**src/rtl/gcd_processor.sv**
```systemverilog
// ---------------------------------------------------------------------------
// gcd_processor
//
// 8-bit accumulator processor with a built-in 16-instruction program that
// computes the GCD of two operands by repeated subtraction. Operands X and Y
// are keyed in through `in` / `enter`. The result appears on `out` while
// `halt` is high.
//
// Instruction word: IR[7:5] is the opcode and IR[4:0] is the address.
//   000 LOAD   A <= M[a]
//   001 STORE  M[a] <= A
//   010 ADD    A <= A + M[a]
//   011 SUB    A <= A - M[a]            (mod 256)
//   100 INPUT  A <= in                  (waits for enter)
//   101 JZ     PC <= a if A == 0
//   110 JPOS   PC <= a if A != 0 and A[7] == 0
//   111 HALT
//
// Ports
//   clk           in   1  rising-edge clock
//   reset         in   1  asynchronous active-low reset (0 = reset)
//   init          in   1  synchronous program-image load strobe
//   enter         in   1  operand-valid strobe for INPUT
//   in            in   8  operand data
//   out           out  8  accumulator A
//   halt          out  1  high while in HALT
//   DisplayState  out  4  current FSM state code
//
// Build option
//   PROC_ENTER_EDGE_EN : when defined, INPUT accepts only a 0->1 edge of
//                        enter (registered copy of enter, reset to 0).
//                        When undefined, INPUT accepts enter by level.
// ---------------------------------------------------------------------------
module gcd_processor #(
    parameter int unsigned DATA_W    = 8,
    parameter int unsigned MEM_DEPTH = 32
) (
    input  logic              clk,
    input  logic              reset,
    input  logic              init,
    input  logic              enter,
    input  logic [DATA_W-1:0] in,
    output logic [DATA_W-1:0] out,
    output logic              halt,
    output logic [3:0]        DisplayState
);

    localparam int unsigned ADDR_W = $clog2(MEM_DEPTH);
    localparam int unsigned PROG_LEN = 16;

    typedef enum logic [3:0] {
        ST_START  = 4'd0,
        ST_FETCH  = 4'd1,
        ST_DECODE = 4'd2,
        ST_LOAD   = 4'd3,
        ST_STORE  = 4'd4,
        ST_ADD    = 4'd5,
        ST_SUB    = 4'd6,
        ST_INPUT  = 4'd7,
        ST_JZ     = 4'd8,
        ST_JPOS   = 4'd9,
        ST_HALT   = 4'd10
    } state_t;

    typedef enum logic [2:0] {
        OP_LOAD  = 3'b000,
        OP_STORE = 3'b001,
        OP_ADD   = 3'b010,
        OP_SUB   = 3'b011,
        OP_INPUT = 3'b100,
        OP_JZ    = 3'b101,
        OP_JPOS  = 3'b110,
        OP_HALT  = 3'b111
    } opcode_t;

    // -----------------------------------------------------------------------
    // Built-in program image
    // -----------------------------------------------------------------------
    function automatic logic [DATA_W-1:0] prog_word(input logic [3:0] idx);
        logic [DATA_W-1:0] w;
        case (idx)
            4'd0:    w = {OP_INPUT, 5'd0};
            4'd1:    w = {OP_STORE, 5'd30};
            4'd2:    w = {OP_INPUT, 5'd0};
            4'd3:    w = {OP_STORE, 5'd31};
            4'd4:    w = {OP_LOAD,  5'd30};
            4'd5:    w = {OP_SUB,   5'd31};
            4'd6:    w = {OP_JZ,    5'd14};
            4'd7:    w = {OP_JPOS,  5'd12};
            4'd8:    w = {OP_LOAD,  5'd31};
            4'd9:    w = {OP_SUB,   5'd30};
            4'd10:   w = {OP_STORE, 5'd31};
            4'd11:   w = {OP_JPOS,  5'd4};
            4'd12:   w = {OP_STORE, 5'd30};
            4'd13:   w = {OP_JPOS,  5'd4};
            4'd14:   w = {OP_LOAD,  5'd30};
            default: w = {OP_HALT,  5'd0};
        endcase
        return w;
    endfunction

    // -----------------------------------------------------------------------
    // Architectural state
    // -----------------------------------------------------------------------
    state_t              state_q, state_d;
    logic [ADDR_W-1:0]   pc_q,    pc_d;
    logic [DATA_W-1:0]   ir_q,    ir_d;
    logic [DATA_W-1:0]   a_q,     a_d;
    logic [DATA_W-1:0]   mem_q [MEM_DEPTH];

    logic                mem_we;
    logic [ADDR_W-1:0]   mem_waddr;
    logic [DATA_W-1:0]   mem_wdata;

    opcode_t             opcode;
    logic [ADDR_W-1:0]   operand_addr;
    logic [DATA_W-1:0]   operand;
    logic                enter_accept;

    assign opcode       = opcode_t'(ir_q[DATA_W-1:DATA_W-3]);
    assign operand_addr = ir_q[ADDR_W-1:0];
    assign operand      = mem_q[operand_addr];

    // -----------------------------------------------------------------------
    // enter qualification
    // -----------------------------------------------------------------------
`ifdef PROC_ENTER_EDGE_EN
    logic enter_dly_q, enter_dly_d;

    always_comb begin
        enter_dly_d = enter;
    end

    always_ff @(posedge clk or negedge reset) begin
        if (!reset) begin
            enter_dly_q <= 1'b0;
        end else begin
            enter_dly_q <= enter_dly_d;
        end
    end

    // A level held across two INPUT instructions is consumed only once.
    assign enter_accept = enter & ~enter_dly_q;
`else
    assign enter_accept = enter;
`endif

    // -----------------------------------------------------------------------
    // FSM: state register
    // -----------------------------------------------------------------------
    always_ff @(posedge clk or negedge reset) begin
        if (!reset) begin
            state_q <= ST_START;
        end else begin
            state_q <= state_d;
        end
    end

    // -----------------------------------------------------------------------
    // FSM: next-state logic
    // -----------------------------------------------------------------------
    always_comb begin
        state_d = state_q;
        case (state_q)
            ST_START:  state_d = ST_FETCH;
            ST_FETCH:  state_d = ST_DECODE;
            ST_DECODE: begin
                case (opcode)
                    OP_LOAD:  state_d = ST_LOAD;
                    OP_STORE: state_d = ST_STORE;
                    OP_ADD:   state_d = ST_ADD;
                    OP_SUB:   state_d = ST_SUB;
                    OP_INPUT: state_d = ST_INPUT;
                    OP_JZ:    state_d = ST_JZ;
                    OP_JPOS:  state_d = ST_JPOS;
                    OP_HALT:  state_d = ST_HALT;
                    default:  state_d = ST_HALT;
                endcase
            end
            ST_LOAD,
            ST_STORE,
            ST_ADD,
            ST_SUB,
            ST_JZ,
            ST_JPOS:   state_d = ST_FETCH;
            ST_INPUT:  state_d = enter_accept ? ST_FETCH : ST_INPUT;
            ST_HALT:   state_d = ST_HALT;
            default:   state_d = ST_START;
        endcase

        // Program reload restarts execution regardless of current state.
        if (init) begin
            state_d = ST_START;
        end
    end

    // -----------------------------------------------------------------------
    // FSM: outputs and datapath updates
    // -----------------------------------------------------------------------
    always_comb begin
        pc_d      = pc_q;
        ir_d      = ir_q;
        a_d       = a_q;
        mem_we    = 1'b0;
        mem_waddr = operand_addr;
        mem_wdata = a_q;

        if (!init) begin
            case (state_q)
                ST_FETCH: begin
                    ir_d = mem_q[pc_q];
                    pc_d = pc_q + 1'b1;   // 5-bit wrap 31 -> 0
                end
                ST_LOAD:  a_d = operand;
                ST_STORE: mem_we = 1'b1;
                ST_ADD:   a_d = a_q + operand;
                ST_SUB:   a_d = a_q - operand;
                ST_INPUT: begin
                    if (enter_accept) begin
                        a_d = in;
                    end
                end
                ST_JZ: begin
                    if (a_q == '0) begin
                        pc_d = operand_addr;
                    end
                end
                ST_JPOS: begin
                    if ((a_q != '0) && !a_q[DATA_W-1]) begin
                        pc_d = operand_addr;
                    end
                end
                default: ;
            endcase
        end
    end

    assign out          = a_q;
    assign halt         = (state_q == ST_HALT);
    assign DisplayState = state_q;

    // -----------------------------------------------------------------------
    // Datapath registers
    // -----------------------------------------------------------------------
    always_ff @(posedge clk or negedge reset) begin
        if (!reset) begin
            pc_q <= '0;
            ir_q <= '0;
            a_q  <= '0;
        end else begin
            pc_q <= pc_d;
            ir_q <= ir_d;
            a_q  <= a_d;
        end
    end

    // -----------------------------------------------------------------------
    // Unified program/data RAM. Not touched by reset, so an init strobe
    // issued while reset is asserted still loads the image.
    // -----------------------------------------------------------------------
    always_ff @(posedge clk) begin
        if (init) begin
            for (int unsigned i = 0; i < MEM_DEPTH; i++) begin
                mem_q[i] <= (i < PROG_LEN) ? prog_word(i[3:0]) : '0;
            end
        end else if (mem_we) begin
            mem_q[mem_waddr] <= mem_wdata;
        end
    end

endmodule

```
**config.mk**
```make
export PLATFORM = sky130hd
export DESIGN_NAME = gcd_processor
export DESIGN_NICKNAME = d
export VERILOG_FILES = /design/src/rtl/gcd_processor.sv
export SDC_FILE = /design/constraint.sdc
export NUM_CORES = 1
export LEC_CHECK = 0
export CORE_UTILIZATION = 40
export DETAILED_ROUTE_END_ITERATION = 10
export SKIP_LAST_GASP = 1
export SYNTH_ARGS = -nofsm -noshare
export SYNTH_HDL_FRONTEND = slang
export SYNTH_SLANG_ARGS = --single-unit
```
**constraint.sdc**
```tcl
create_clock -name clk -period 3.8 [get_ports clk]
set_input_delay 0.76 -clock clk [delete_from_list [all_inputs] [get_ports clk]]
set_output_delay 0.76 -clock clk [all_outputs]
set_load 0.01 [all_outputs]
```
# Yosys cells after proc, flatten, opt, wreduce, memory -nomap -nowiden
# Memory sizes are Yosys's and may differ from the RTL's. A register that Yosys moved wholly into a read port is not among the register bits.
# Index checks and enable logic that the tools add are counted.
# Widths: inputs -> output; s select.
# totals
in_bits	12
elab_cells	64
ram_bits	256
mem_count	2
reg_bits	17
rom_bits	32
output_inout_bits	13
# mem_list
memory	depth	word_bits	read_ports	rd_clocked_by_memory_dff	wr	line_no	rtl
mem_q	32	8	2	1	32	109	logic [DATA_W-1:0] mem_q [MEM_DEPTH];
(name not given)	8	4	1	0	0	168	case (opcode)
# classes
bitwise_logic	1
n_mux	29
n_addsub	3
reduce_logical	13
n_eq_ne	13
# ops
operator	n
$mux 8	13
$pmux 8 s4	1
$pmux 4 s5	1
$eq 4x3->1 const B	4
$mux 5	3
$pmux 5 s3	1
$eq 4x4->1 const B	3
$add 8x8->8	1
$eq 4x2->1 const B	2
$logic_not 8->1	1
$mux 1	8
$reduce_bool 8->1	1
$reduce_or 8->1	1
$sub 8x8->8	1
$reduce_or 7->1	1
$ne 2x2->1 const B	3
$add 5x1->5 const B	1
$eq 4x1->1 const B	1
$logic_not 4->1	1
$mux 4	1
$reduce_and 4->1	1
$reduce_bool 4->1	1
$mux 3	1
$reduce_and 3->1	1
5 further kinds	6

# Logic depth before layout (Yosys ltp)
# logic_depth
ltp_word	8
depth_mapped	20
mapped_depth_nobuf	17

# Worst setup path before layout
# Ideal clock, no wire load.
# synth_timing
path_type	reg2reg
startpoint	register ir_q[3] (read register of mem_q)
endpoint	register a_q[7] (netlist: out[7])
t_arrival_ns	3.747
synth_period_minus_slack_ns	3.894
n_path_buf	1
setup_time_ns	0.147
stages_incl_launch_ff	19
setup_slack_ns	-0.094
required_time_ns	3.653
path_cell_list	dfrtp_1 -> or4b_2 -> buf_2 -> o22ai_1 -> nor4_2 -> nand2_1 -> inv_1 -> ha_1 -> a21o_1 -> inv_1 -> ha_1 -> nor2b_1 -> o21ai_0 -> a21boi_0 -> o21ai_0 -> a211oi_1 -> nor4_1 -> a2111oi_0 -> a22oi_1
# synth_via
elab_chain_cells	3
word_cells_on_any_way	4
cone_classes	add/sub (2); mux (1); memory (1)
# synth_rtl
element	line_no	rtl
start, declared	107	logic [DATA_W-1:0] ir_q, ir_d;
$mem_v2 32x8 (*)	-	
$sub 8x8->8 / $add 8x8->8 (equally long branches)	217, 216	
$pmux 8 s4 (*)	209	case (state_q)
end signal, assigned	249	a_q <= '0;
end signal, assigned	253	a_q <= a_d;
end, declared	108	logic [DATA_W-1:0] a_q, a_d;
# Mark *: on every way between the ends. The rest lies on a longest branch, timed or not.
# A chain may end at the register's enable or synchronous reset.

# Final worst setup path
# layout_timing
startpoint	register ir_q[1] (read register of mem_q)
endpoint	register a_q[7] (netlist: out[7])
# The elaborated chain is that of the path after synthesis.

==> flow_summary.json <==
{
  "outcome": "finished with violations",
  "violations": "setup timing",
  "wirelength_um": 53840,
  "place.detailed.hpwl_um": 38230,
  "ir_worst_vdd_mv": 0.7518,
  "crit_chain": "buf_12 > buf_4 > mux2i_2 > o22ai_1 > nor4_2 > buf_4 > nand2_2 > inv_2 > ha_4 > a21o_1 > inv_1 > ha_1 > nor2b_4 > o21ai_2 > a21boi_2 > o21ai_2 > a211oi_4 > and4_1 > a2111oi_2 > a22oi_1",
  "grt_pass1_wl_um": 79280,
  "io_buffers": 24,
  "start_kind": "register",
  "grt_pass1_vias": 11707,
  "rsz0062_at_grt": "true",
  "powerDensity_nw_per_um2": 831.0,
  "syn_area_per_cell_sq_um": 12.50,
  "ys_types": 59,
  "criticalPathCategory": "register to register",
  "synth-edff-count": 256,
  "swShare_pct": 40.03,
  "grt_max_degree": 43,
  "endpoint": "out[7]$_DFFE_PN0P_",
  "cts_tree": "built",
  "startpoint": "ir_q[1]$_DFFE_PN0P_",
  "fin_crit_ns": 3.933,
  "mostFrequentLayoutCells": "edfxtp_1, buf_4, mux2i_1, nor3_1, mux4_2",
  "ys_ff_latch": 281,
  "grt_usage_pct": 26.53,
  "power.leakage_nw": 7.070,
  "slew_viol_final": 0,
  "required_ns": 4.17,
  "maxCapViolCount": 0,
  "cts.htree.levels": 2,
  "row_count": 72,
  "r2r-end": "out[7]$_DFFE_PN0P_",
  "syn2layout_area_growth_pct": 22.49,
  "hold_buffers": 0,
  "r2r_setup_slack_ns": -0.13,
  "total_power_mw": 16.20,
  "p_comb_share_pct": 56.2,
  "numCtsBuffers": 34,
  "cp_slowest_cell": "dfrtp_4",
  "drt-initial-drc-count": 1364,
  "routed_via_density": 6.184,
  "dieArea_sq_um": 40580,
  "r2r_cells": 20,
  "synth_flop_cell": "edfxtp_1",
  "power.internal_mw": 9.713,
  "antenna_found_initial": 3,
  "hold_viol": 0,
  "critPathMaxStageDelay_ns": 0.55,
  "yosysWarnings": 0,
  "r2r-start": "ir_q[1]$_DFFE_PN0P_",
  "fin_skew_ns": 0.01626,
  "tightestPinTransition_ns": 1.066,
  "setup_slack_ns": -0.1332,
  "synthArstFlopShare_pct": 8.897,
  "netlist_area_sq_um": 15910,
  "setup_violations": 2,
  "ant_nets": 0,
  "initial_core_util_pct": 40.89,
  "clk_path_buf_depth": 3,
  "drtPass1Iterations": 7,
  "pwr-share-clk_pct": 19.6,
  "final_util_pct": 50.08,
  "cts_sinks": 281,
  "wl_per_cell_um": 27.66,
  "io_pins": 25,
  "syn_inst": 1273,
  "critPathMaxFanout": 10,
  "pre_cts_ws_ns": -0.5464,
  "relSlewSlack_pct": 28.93,
  "final_common_cell": "edfxtp_1",
  "fin_setup_tns_ns": -0.1973,
  "fp.dieH_um": 201.4,
  "seq_power_share_pct": 24.1,
  "clock.fmax_mhz": 254.2,
  "yosysSeqAreaShare_pct": 52.25,
  "place.gp.congestion": 0.9591,
  "drc": 0,
  "cts_root_buf": "clkbuf_16",
  "cts.reportedPaths.clkPinSlew_ns": 0.06,
  "core_sq_um": 38920,
  "grt_overflow": 0,
  "vias": 12035,
  "power_switching_mw": 6.484,
  "antennaDiodeCount": 0,
  "cp_data_arrival_time_ns": 4.30,
  "synth.net_count": 1297,
  "nets": 1430,
  "drive_gt1_share_pct": 32.63,
  "clock_latency_ns": 0.53,
  "cp-end-kind": "register",
  "fin_crit_sh_pct": 103.5,
  "die_w_um": 201.4,
  "hold_path_class": "register to register"
}
[cells by family after synthesis]
group / count (synthesis) / synth area share, %
flops: 281 / 52.25
xor+xnor: 10 / 0.5505
simple gates: 468 / 16.51
mux: 217 / 19.94
buf+inv: 145 / 4.278
compound gates: 140 / 5.481
fa+ha+maj: 12 / 0.9908
[state kept, by name, summed over array words and instances (netlist names)]
| signal | flops |
|---|---|
| DisplayState | 4 |
| ir_q | 8 |
| mem_q | 256 |
| out | 8 |
| pc_q | 5 |
[power groups by stage]
stage	clock network (mW)	registers, mW	logic [mW]
after floorplan	0	3.75	4.74
after global placement	0	3.95	7.69
after detailed placement	0	3.96	7.70
after CTS	3.21	3.90	8.56
after global routing	3.31	3.94	9.56
final	3.18	3.91	9.11
[area by class of cell]
class	instances	area, sq um
Fill cell	3435	19430
Multi-Input combinational cell	847	7446
Clock buffer	42	902.1
Tap cell	518	648.1
Timing Repair Buffer	229	1954
Sequential cell	281	8327
Clock inverter	16	163.9
Inverter	13	48.80
[synth_stat cells, types with 30 or more instances]
| cell | count | area [sq um] |
|---|---|---|
| o22ai_1 | 68 | 425.4 |
| clkbuf_1 | 88 | 330.3 |
| or3_1 | 31 | 193.9 |
| or2_2 | 35 | 219.0 |
| nor4_1 | 35 | 219.0 |
| nand2_1 | 57 | 214.0 |
| mux4_2 | 80 | 1802 |
| edfxtp_1 | 256 | 7687 |
| and2_1 | 65 | 406.6 |
| nor3_1 | 98 | 490.5 |
| mux2i_1 | 137 | 1371 |
| nor2_1 | 71 | 266.5 |
| a21oi_1 | 30 | 150.1 |
[layer usage]
metal	track usage, %	wire, um
met4	8.956	1813
met5	0	27
met1	37.26	22510
met2	41.55	24670
met3	4.616	4813
[stage by stage]
step | hold slack, ns | area (sq um) | instances
after global placement | 0.5183 | 17650 | 1864
after detailed placement | 0.5449 | 17650 | 1864
after floorplan | 0.4644 | 15920 | 1273
final | 0.5504 | 19490 | 1946
after global routing | 0.6096 | 19490 | 1946
after CTS | 0.5572 | 19290 | 1941
[how the worst min path moves through the flow]
| stage | startpoint | slack, ns | to | depth (start not counted) |
|---|---|---|---|---|
| 2_1_floorplan | reset | 0.46 | DisplayState[0]$_DFF_PN0_ | 0 |
| 5_1_grt | ir_q[6]$_DFFE_PN0P_ | 0.61 | ir_q[6]$_DFFE_PN0P_ | 2 |
| 4_1_cts | ir_q[6]$_DFFE_PN0P_ | 0.56 | ir_q[6]$_DFFE_PN0P_ | 2 |
| 3_3_place_gp | ir_q[6]$_DFFE_PN0P_ | 0.52 | ir_q[6]$_DFFE_PN0P_ | 2 |
| 6_report | ir_q[6]$_DFFE_PN0P_ | 0.55 | ir_q[6]$_DFFE_PN0P_ | 2 |
| 3_5_place_dp | ir_q[6]$_DFFE_PN0P_ | 0.54 | ir_q[6]$_DFFE_PN0P_ | 2 |
[critical path, delay by kind of cell (launching register included)]
family	cells	cell delay, ns
flip-flops	1	0.55
buffers and inverters	5	0.61
adder cells (fa/ha/maj)	2	0.41
multiplexers	1	0.21
AO/OA/AOI/OAI	8	1.34
AND/OR/NAND/NOR	4	0.64
[what timing repair did]
item | 4_1_cts | 5_1_grt
resized for setup | 85 | 36
gates cloned | 2 | 0
buffers inserted | 17 | 7
pin swaps | 17 | 14
endpoints found under the setup margin | 6 | 6
Note: power is estimated with default switching activity, not from simulation.
